$ cat config.mk
export PLATFORM = sky130hd
export DESIGN_NAME = ula_feeder
export DESIGN_NICKNAME = d
export VERILOG_FILES = /design/src/rtl/ula_feeder.sv
export SDC_FILE = /design/constraint.sdc
export NUM_CORES = 1
export LEC_CHECK = 0
export CAP_MARGIN = 10
export CORE_MARGIN = 5
export CORE_UTILIZATION = 40
export CTS_BUF_LIST = sky130_fd_sc_hd__clkbuf_4
export DETAILED_ROUTE_END_ITERATION = 7
export GPL_TIMING_DRIVEN = 0
export PLACE_DENSITY = 0.68
export SETUP_SLACK_MARGIN = 0.4
export SYNTH_ARGS = -nofsm -noshare
export SYNTH_HDL_FRONTEND = slang
export SYNTH_SLANG_ARGS = --single-unit
export TNS_END_PERCENT = 1
$ cat constraint.sdc
create_clock -name clk -period 3.45 [get_ports clk]
set_input_delay 0.345 -clock clk [delete_from_list [all_inputs] [get_ports clk]]
set_output_delay 0.345 -clock clk [all_outputs]
set_load 0.01 [all_outputs]
$ cat src/rtl/ula_feeder.sv
// Command FIFO feeding a fixed-latency ULA stage: issues one {op,a,b} at a time,
// waits ALU_LAT cycles, captures the result and holds it until res_ready.
module ula_feeder #(
   parameter int DEPTH   = 4,
   parameter int ALU_LAT = 1
) (
   input  logic       clk,
   input  logic       rst_n,
   input  logic       cmd_valid,
   output logic       cmd_ready,
   input  logic [2:0] cmd_op,
   input  logic [7:0] cmd_a,
   input  logic [7:0] cmd_b,
   output logic [2:0] alu_op,
   output logic [7:0] alu_a,
   output logic [7:0] alu_b,
   input  logic [7:0] alu_s,
   input  logic       alu_flag,
   output logic       res_valid,
   input  logic       res_ready,
   output logic [7:0] res_s,
   output logic       res_flag,
   output logic [2:0] res_op,
   output logic [2:0] count,
   output logic       busy
);

   localparam int PW = (DEPTH > 1) ? $clog2(DEPTH) : 1;
   localparam int LW = (ALU_LAT > 0) ? $clog2(ALU_LAT + 1) : 1;

   typedef enum logic [1:0] {IDLE, WAIT, HOLD} state_t;

   state_t          state, state_nxt;
   logic [18:0]     mem [DEPTH];
   logic [PW-1:0]   wr_ptr, rd_ptr;
   logic [LW-1:0]   lat_cnt;
   logic            push, pop, capture;

   function automatic logic [PW-1:0] ptr_inc(input logic [PW-1:0] p);
      if (p == PW'(DEPTH - 1)) ptr_inc = '0;
      else                     ptr_inc = p + 1'b1;
   endfunction

   // cmd_ready is gated by rst_n so it drops the instant reset asserts
   assign cmd_ready = rst_n && (count < 3'(DEPTH));
   assign push      = cmd_valid && cmd_ready;
   assign res_valid = (state == HOLD);
   assign busy      = (count != 3'd0) || (state != IDLE);

   always_comb begin
      state_nxt = state;
      pop       = 1'b0;
      capture   = 1'b0;
      case (state)
         IDLE: begin
            if (count != 3'd0) begin
               pop       = 1'b1;
               state_nxt = WAIT;
            end
         end
         WAIT: begin
            if (lat_cnt == '0) begin
               capture   = 1'b1;
               state_nxt = HOLD;
            end
         end
         HOLD: begin
            if (res_ready) begin
               if (count != 3'd0) begin
                  pop       = 1'b1;
                  state_nxt = WAIT;
               end else begin
                  state_nxt = IDLE;
               end
            end
         end
         default: state_nxt = IDLE;
      endcase
   end

   always_ff @(posedge clk or negedge rst_n) begin
      if (!rst_n) state <= IDLE;
      else        state <= state_nxt;
   end

   always_ff @(posedge clk or negedge rst_n) begin
      if (!rst_n) begin
         wr_ptr <= '0;
         rd_ptr <= '0;
         count  <= 3'd0;
      end else begin
         if (push) wr_ptr <= ptr_inc(wr_ptr);
         if (pop)  rd_ptr <= ptr_inc(rd_ptr);
         case ({push, pop})
            2'b10:   count <= count + 3'd1;
            2'b01:   count <= count - 3'd1;
            default: count <= count;
         endcase
      end
   end

   // FIFO storage carries no reset; occupancy alone decides what is valid
   always_ff @(posedge clk) begin
      if (push) mem[wr_ptr] <= {cmd_op, cmd_a, cmd_b};
   end

   always_ff @(posedge clk or negedge rst_n) begin
      if (!rst_n) begin
         alu_op  <= 3'd0;
         alu_a   <= 8'd0;
         alu_b   <= 8'd0;
         lat_cnt <= '0;
      end else begin
         if (pop) begin
            {alu_op, alu_a, alu_b} <= mem[rd_ptr];
            lat_cnt                <= LW'(ALU_LAT);
         end else if (state == WAIT && lat_cnt != '0) begin
            lat_cnt <= lat_cnt - 1'b1;
         end
      end
   end

   always_ff @(posedge clk or negedge rst_n) begin
      if (!rst_n) begin
         res_s    <= 8'd0;
         res_flag <= 1'b0;
         res_op   <= 3'd0;
      end else if (capture) begin
         res_s    <= alu_s;
         res_flag <= alu_flag;
         res_op   <= alu_op;
      end
   end

endmodule

==> flow_metrics.py <==
metrics = {
    "outcome": {
        "status": "complete, no violations",
    },
    "logic_synthesis": {
        "synthesis.nets": 258,
        "ys_ff_latch": 117,
        "syn_avg_cell_area_um2": 20.48,
        "seq_area_frac_synth_pct": 73.75,
        "synth.cell_area_um2": 4486,
        "yosysUniqueCellTypes": 26,
        "synthCells": 219,
        "yosys_warnings": 0,
    },
    "timing": {
        "hold_violations": 0,
        "slew_violations": 0,
        "finalCritPeriodShare_pct": 79.96,
        "relSlewSlack_pct": 29.84,
        "setup_tns_ns": 0,
        "skew_ns": 0.02330,
        "worst_pin_slew_ns": 1.052,
        "setup_viol": 0,
        "fin_crit_ns": 2.759,
        "rsz0062_at_grt": "no",
        "fmax_mhz": 362.5,
        "timing.hold.ws_ns": 0.3245,
        "finalWorstSetupSlack_ns": 0.6913,
    },
    "floorplan": {
        "rows": 38,
        "die_x_um": 115.9,
        "ios": 69,
        "die_h_um": 115.9,
        "core_area_um2": 10940,
        "die_area_um2": 13430,
        "start_util_pct": 41.02,
    },
    "finish": {
        "layout.nets": 347,
        "fillers": 912,
        "syn_to_final_growth_pct": 26.22,
        "final_util_pct": 51.77,
        "drive_gt1_share_pct": 28.04,
        "final_cell_mix": "edfxtp_1, clkdlybuf4s50_1, dfrtp_1",
        "final_common_cell": "edfxtp_1",
    },
    "clocking": {
        "h-tree-depth": 4,
        "cts_hold_buf": 1,
        "cts_max_path_buffers": 2,
        "cts_tree": "yes",
        "root_buffer": "clkbuf_4",
        "cts_resized": 0,
        "cts_sinks": 117,
        "worstSkewPairLatency_ns": 0.50,
        "cts_buffers": 17,
        "post_cts_buffers": 0,
        "cts.reportedPaths.clkPinSlew_ns": 0.11,
    },
    "critical_path": {
        "cp-start-kind": "primary input",
        "cp_slowest_cell": "and2_1",
        "cp_max_fo": 26,
        "path_cells": "dlygate4sd3_1, buf_2, buf_12, and3b_1, clkbuf_1, and2_1",
        "worst_ep_arrival_time_ns": 2.86,
        "path_class": "primary input to flop",
        "cp_top_family": "buffers and inverters",
        "critPathRequiredTime_ns": 3.55,
        "worst_setup_path_end_kind": "flop",
        "critPathBufInv": 4,
        "critPathMaxStageDelay_ns": 0.88,
    },
    "power": {
        "p_per_area_nw_per_um2": 843.1,
        "power.share.combinational_pct": 36.8,
        "p_int_uw": 3400,
        "switching_power_uw": 1374,
        "p_sw_share_pct": 28.78,
        "vdd_drop_max_mv": 0.3833,
        "clock_power_share_pct": 21.2,
        "total_power_uw": 4774,
        "p_leak_uw": 0.002059,
        "seq_power_share_pct": 42.0,
    },
    "global_route": {
        "grt_pass1_wl_um": 12500,
        "grt_usage_pct": 12.88,
        "antenna_found_initial": 1,
        "overflow": 0,
        "first_global_vias": 2354,
        "grt_max_degree": 27,
    },
    "job": {
        "cap_violations": 0,
    },
    "route": {
        "ant_nets": 0,
        "post_drt_wl_per_cell_um": 16.97,
        "firstDrtPassIters": 4,
        "via_per_inst": 4.751,
        "vias": 2195,
        "totalWireLength_um": 7839,
        "drc": 0,
        "drt_iter0_drc": 56,
    },
    "placed_design": {
        "dp_hpwl_um": 5109,
        "finalWeightedCongestion": 0.6462,
        "post-place-ws_ns": 0.5927,
        "port_buffers": 68,
    },
    "min_path": {
        "hold_class": "primary input to async pin",
    },
}
layer usage:
layer	wire (um)	GRT usage, %	vias to the layer above
met5	0	0	-
met4	138	5.104	0
met3	468	5.379	13
met2	3832	20.37	66
met1	3400	15.80	1097
li1	-	-	1019
flip-flops by register name (all words and copies together), names as in the netlist:
signal	cells
res_flag	1
alu_op	3
rd_ptr	2
alu_a	8
wr_ptr	2
res_op	3
alu_b	8
count	3
state	2
res_s	8
mem	76
lat_cnt	1
final cells by class:
cell class	count	area [um^2]	share of cell area (%)
Antenna cell	1	2.502	0.04420
Multi-Input combinational cell	86	1084	19.14
Clock buffer	21	157.7	2.785
Timing Repair Buffer	70	705.7	12.46
Sequential cell	117	3308	58.43
Clock inverter	11	135.1	2.387
Tap cell	140	175.2	3.094
Inverter	8	30.03	0.5304
Buffer	8	63.81	1.127
final timing paths:
path | start | to | slack [ns] | cells after the start
min | rst_n | alu_b[3] | 0.32 | 2
max in group asynchronous | rst_n | wr_ptr[1] | 2.61 | 3
max reg2reg | count[2] | count[2] | 1.13 | 9
min reg2reg | alu_a[2] | alu_a[2] | 0.51 | 1
min in group clk | alu_s[2] | res_s[2] | 0.47 | 2
max | rst_n | mem[2][9] | 0.69 | 6
logic make-up (layout without fill, tap and decap cells):
family / count (synthesis) / in the layout / share of synthesized area (%)
AO/OA/AOI/OAI: 6 / 6 / 1.172
XOR/XNOR: 3 / 3 / 0.5859
adder cells (fa/ha/maj): 7 / 7 / 2.120
buffers and inverters: 16 / 118 / 2.092
flip-flops: 117 / 117 / 73.75
multiplexers: 53 / 53 / 18.21
other: 0 / 1 / 0
AND/OR/NAND/NOR: 17 / 17 / 2.064
power groups by stage:
stage                     registers (uW)  logic, uW  clock network, uW
final                               2010       1760               1010
after global placement              2030       1750                  0
after floorplan                     2110        987                  0
after detailed placement            2040       1800                  0
after CTS                           2010       1810               1040
after global routing                2050       1910               1110
metrics by stage:
stage | cell area [um^2] | std cells
2_1_floorplan | 4486 | 219
3_3_place_gp | 5341 | 427
3_5_place_dp | 5356 | 428
4_1_cts | 5659 | 461
5_1_grt | 5662 | 462
6_report | 5662 | 462
Yosys cell counts, drive strengths merged:
master | count | area [um^2]
nor2b | 2 | 12.51
inv | 8 | 30.03
edfxtp | 76 | 2282
and2 | 4 | 25.02
ha | 6 | 75.07
mux2 | 33 | 375.4
dfrtp | 41 | 1026
a211oi | 1 | 20.02
nor3 | 1 | 10.01
o21ai | 2 | 10.01
fa | 1 | 20.02
a21o | 2 | 15.01
xnor2 | 1 | 8.760
nand2 | 3 | 11.26
nand2b | 1 | 6.260
mux2i | 1 | 10.01
xor2 | 2 | 17.52
mux4 | 19 | 431.7
clkbuf | 3 | 11.26
nor2 | 5 | 18.77
buf | 5 | 52.55
o21bai | 1 | 7.510
and3b | 1 | 8.760
worst register-to-register path, stage by stage, from the launching register on:
cell and delay (ns):
dfrtp_1 0.45, nor3_2 0.09, a211oi_4 0.45, buf_6 0.23
ha_1 0.19, inv_1 0.06, fa_1 0.37, xor2_1 0.15
nor2_1 0.12, xor2_1 0.15
Power figures use the tool's default switching activity.
==> variant 1 (config.mk and constraints unchanged) <==
Reset style: synchronous (`rst_n`), changed in 4 clocked blocks.
--- a/src/rtl/ula_feeder.sv
+++ b/src/rtl/ula_feeder.sv
@@ -80,3 +80,3 @@
 
-   always_ff @(posedge clk or negedge rst_n) begin
+   always_ff @(posedge clk) begin
       if (!rst_n) state <= IDLE;
@@ -85,3 +85,3 @@
 
-   always_ff @(posedge clk or negedge rst_n) begin
+   always_ff @(posedge clk) begin
       if (!rst_n) begin
@@ -106,3 +106,3 @@
 
-   always_ff @(posedge clk or negedge rst_n) begin
+   always_ff @(posedge clk) begin
       if (!rst_n) begin
@@ -122,3 +122,3 @@
 
-   always_ff @(posedge clk or negedge rst_n) begin
+   always_ff @(posedge clk) begin
       if (!rst_n) begin
Function: differs if rst_n is asserted again (counterexample within 4 cycles, from zero or initial values and one cycle with rst_n low); with rst_n held inactive, the same outputs for 10 cycles.
==> variant 1 against the unedited design <==
  * Via count rose by 18%
  * Area after synthesis fell by 2.0%
  * Largest power group unchanged
  * Cell area fell by 1.2%
  * Count of clock-buffer cells in the layout did not move
  * Routed wire length rose by 8.9%
  * Non-clock buffer count rose by 5
  * Highest routed layer unchanged
  * Critical path depth rose by 3
  * Sequential cell count did not move
  * Combinational power fell by 35%
  * Total power fell by 13%
  * Worst setup slack improved by 0.16 ns
==> variant 1: results (changes against the unedited design) <==
* Result of the run: finished clean (unchanged)
* Met1 capacity usage during global routing at 16.6% (was 15.8%)
* Post-synthesis cell count at 283 (was 219)
* Routed length on met1 at 3.79 mm (was 3.40 mm)
* Multi-input combinational area share at 21.2% (was 19.1%)
* GPL Wtd Cong at 0.728 (was 0.646)
* DP Wirelength at 5.53 mm (was 5.11 mm)
* Part of the total power dissipated in the clock network at 27.7% (was 21.2%)
* Total routing resource utilization after global routing at 13.8% (was 12.9%)
* Int Power at 3.00 mW (was 3.40 mW)
* Grt met3 use at 4.79% (was 5.38%)
* Seq area share at 55.5% (was 58.4%)
* Non-clock inverter instance count of the final layout at 9 (was 8)
* Critical path startpoint category: flip-flop (was primary input)
* Buffers, non-clock at 83 (was 78)
* CP max stage cell: sky130_fd_sc_hd__dfxtp_1 (was sky130_fd_sc_hd__and2_1)
* Worst hold slack across all endpoints at 0.420 ns (was 0.325 ns)
* Top Family by Delay on Critical Path: simple AND/OR/NAND/NOR gates (was buffers and inverters)
* Maximum number of pins on one net before global-route repair at 20 (was 27)
* Area share of fa/ha/maj cells after synthesis at 2.16% (was 2.12%)
* Fraction of the yosys area taken by sequential cells at 70.6% (was 73.8%)
* DRC violation total after the first TritonRoute iteration at 122 (was 56)
* Number of antenna violations at the first check in global routing at 0 (was 1)
* FF+latch count at 117 (unchanged)
* Layout overhead on the synthesized area at 27.2% (was 26.2%)
* Pre-CTS worst setup slack at 0.487 ns (was 0.593 ns)
* Overall power of the completed layout at 4.15 mW (was 4.77 mW)
* Power of the sequential group at 1.86 mW (was 2.01 mW)
* Top fanout value on the critical path at 10 (was 26)
* Amount of wire on met3 after detailed routing at 440 um (was 468 um)
* Slowest Stage Delay on Critical Path at 0.45 ns (was 0.88 ns)
* Fin nets at 409 (was 347)
* Total of fill cells in the finished design at 937 (was 912)
* Per-cell routed wire length at 16.3 um (was 17.0 um)
* Distinct cell type count after synthesis at 32 (was 26)
* Met2 wire length at 4.22 mm (was 3.83 mm)
* Clock latency on the worst-skew pair at 0.48 ns (was 0.50 ns)
* Fraction of the mapped netlist area in compound gates at 7.03% (was 1.17%)
* Remaining max-slew budget at the tightest pin at 30.2% (was 29.8%)
* Vias in the first global route at 2639 (was 2354)
* Antenna diode count at 0 (was 1)
* Worst reg2reg setup slack at 0.85 ns (was 1.13 ns)
* Post-synthesis mux area share at 9.74% (was 18.2%)
* Static leakage power at 1.84 nW (was 2.06 nW)
* Post-synthesis share of cell area spent on xor and xnor gates at 0.399% (was 0.586%)
* Number of nets in the synthesized netlist at 322 (was 258)
* Worst min-delay path category: in -> reg (was in -> async)
* Fraction of synthesis flops using an asynchronous set or reset pin at 0% (was 35.0%)
-- variant 1: changes by cell type after synthesis, sizes merged, moves of 17 or more --
cell     delta
a21oi      +17
dfrtp      -41
dfxtp      +41
mux2       -33
nand2      +41
o2bb2ai    +19
-- variant 1: worst reg2reg max path, stage by stage (launching register included) --
cell                      delay (ns)
sky130_fd_sc_hd__dfxtp_1        0.45
sky130_fd_sc_hd__nor3_2         0.13
sky130_fd_sc_hd__nor3_1         0.35
sky130_fd_sc_hd__buf_2          0.34
sky130_fd_sc_hd__ha_1           0.23
sky130_fd_sc_hd__inv_1          0.06
sky130_fd_sc_hd__fa_1           0.37
sky130_fd_sc_hd__xor2_1         0.16
sky130_fd_sc_hd__or3_1          0.30
sky130_fd_sc_hd__a21oi_1        0.14
-- variant 1: kinds of logic (layout without fill, tap and decap cells) --
family,after synthesis,after routing
muxes,19,19
buffers and inverters,24,124
adders and majority gates,7,7
xor gates and xnor gates,2,2
AOI/OAI and AO/OA,44,44
DFF,117,117
and+or+nand+nor,70,70
==> variant 2 (same flow settings) <==
Made on the original files. Change the parameter `ALU_LAT` from 1 to 2.
--- a/src/rtl/ula_feeder.sv
+++ b/src/rtl/ula_feeder.sv
@@ -4,3 +4,3 @@
    parameter int DEPTH   = 4,
-   parameter int ALU_LAT = 1
+   parameter int ALU_LAT = 2
 ) (
Function: changed (a bounded check fails within 10 cycles, from zero or initial values and one cycle with rst_n low).
==> variant 2 against the unedited design <==
  * Maximum frequency is 1.6% higher
  * Critical path depth unchanged
  * Register-to-register slack better by 0.10 ns
  * Non-clock buffer count did not move
  * Synthesized cell count up 1.8%
  * Area after synthesis rose by 2.3%
  * Sequential cell count up 1
  * Worst setup slack better by 0.045 ns
  * Cell area up 2.0%
  * Routed wire length rose by 1.1%
  * Total power is 3.5% higher
  * Critical endpoint is now mem[3][1]$_DFFE_PP_
  * Highest routed layer unchanged
==> variant 2: results (changes against the unedited design) <==
* Result of the run: finished clean (unchanged)
* Per-cell routed wire length at 16.9 um (was 17.0 um)
* DP Wirelength at 5.07 mm (was 5.11 mm)
* Top fanout value on the critical path at 31 (was 26)
* Total routing resource utilization after global routing at 12.6% (was 12.9%)
* Placed standard-cell area at 5460 um^2 (was 5360 um^2)
* Fraction of the yosys area taken by sequential cells at 72.6% (was 73.8%)
* Critical Path AT at 2.82 ns (was 2.86 ns)
* Worst reg2reg setup slack at 1.23 ns (was 1.13 ns)
* Number of antenna violations at the first check in global routing at 0 (was 1)
* Fin Clk Skew at 0.0158 ns (was 0.0233 ns)
* Fin nets at 352 (was 347)
* Highest Clock Rate at 368 MHz (was 362 MHz)
* Number of nets in the synthesized netlist at 263 (was 258)
* Worst hold slack across all endpoints at 0.315 ns (was 0.325 ns)
* Pre-CTS worst setup slack at 0.682 ns (was 0.593 ns)
* Int Power at 3.52 mW (was 3.40 mW)
* DRC violation total after the first TritonRoute iteration at 70 (was 56)
* Worst slew pin tran at 1.07 ns (was 1.05 ns)
* Fraction of synthesis flops using an asynchronous set or reset pin at 35.6% (was 35.0%)
* Vias per cell at 4.78 (was 4.75)
* Main area contributors after synthesis: sky130_fd_sc_hd__edfxtp_1, sky130_fd_sc_hd__dfrtp_1, sky130_fd_sc_hd__mux4_2, sky130_fd_sc_hd__mux2_4, sky130_fd_sc_hd__mux2_2 (was sky130_fd_sc_hd__edfxtp_1, sky130_fd_sc_hd__dfrtp_1, sky130_fd_sc_hd__mux4_2, sky130_fd_sc_hd__mux2_2, sky130_fd_sc_hd__ha_1)
* Maximum number of pins on one net before global-route repair at 32 (was 27)
* Static leakage power at 2.13 nW (was 2.06 nW)
* Distinct cell type count after synthesis at 25 (was 26)
* First-pass GRT wire length at 12.4 mm (was 12.5 mm)
[variant 2: cells by family (layout without fill, tap and decap cells)]
family | count (synthesis) | count (layout) | share of synthesized area, %
AND/OR/NAND/NOR | 22 | 22 | 2.94
buffers and inverters | 14 | 116 | 1.83
flip-flops | 118 | 118 | 72.6
adder cells (fa/ha/maj) | 8 | 8 | 2.34
AO/OA/AOI/OAI | 4 | 4 | 0.518
XOR/XNOR | 4 | 4 | 0.763
multiplexers | 53 | 53 | 19.0
[variant 2: area by class of cell]
type / count / area (um^2)
fill: 968 / 5550
sequential: 118 / 3330
multi-input combinational: 91 / 1170
timing repair buffer: 70 / 706
tap: 143 / 179
clock inverter: 13 / 156
clock buffer: 19 / 143
buffer: 8 / 61.3
inverter: 6 / 22.5
[variant 2: per-stage QoR]
step,instances,power (mW)
3_3_place_gp,434,3.94
6_report,468,4.94
2_1_floorplan,223,3.26
3_5_place_dp,435,4.00
4_1_cts,468,5.04
5_1_grt,468,5.27
[variant 2: worst max-delay path, delay by kind of cell]
family                 cells  cell delay [ns]
buffers and inverters      4             1.38
AND/OR/NAND/NOR            2             1.07
[variant 2: worst paths after layout]
kind | start | to | cells after the start
worst max-delay path | rst_n | mem[3][1]$_DFFE_PP_ | 6
worst min-delay path | rst_n | alu_a[2]$_DFFE_PN0P_ | 2
worst max register to register | count[2]$_DFFE_PN0P_ | mem[3][1]$_DFFE_PP_ | 3
worst min register to register | lat_cnt[1]$_DFFE_PN0P_ | lat_cnt[1]$_DFFE_PN0P_ | 1
max in group asynchronous | rst_n | res_s[1]$_DFFE_PN0P_ | 3
min in group clk | alu_s[6] | res_s[6]$_DFFE_PN0P_ | 2
[variant 2: repair_timing]
item / in CTS / in global routing
hold endpoints to repair: 13 / 0
hold buffers: 1 / 0
setup buffers: 0 / 0
[variant 2: power groups by stage]
| stage | logic, mW | clock network, mW | registers (mW) |
|---|---|---|---|
| 2_1_floorplan | 1.13 | 0 | 2.13 |
| 3_3_place_gp | 1.88 | 0 | 2.06 |
| 3_5_place_dp | 1.93 | 0 | 2.07 |
| 4_1_cts | 1.93 | 1.06 | 2.05 |
| 5_1_grt | 2.04 | 1.13 | 2.09 |
| 6_report | 1.88 | 1.02 | 2.04 |
[variant 2: layer usage]
layer / vias to the layer above / part of all wire, % / track usage, % / routed length, um
met2: 57 / 52 / 21.4 / 4110
met3: 5 / 5.9 / 4.58 / 467
met5: - / 0 / 0 / 0
met1: 1138 / 41 / 14.6 / 3290
li1: 1036 / - / - / -
met4: 0 / 0.72 / 4.59 / 57
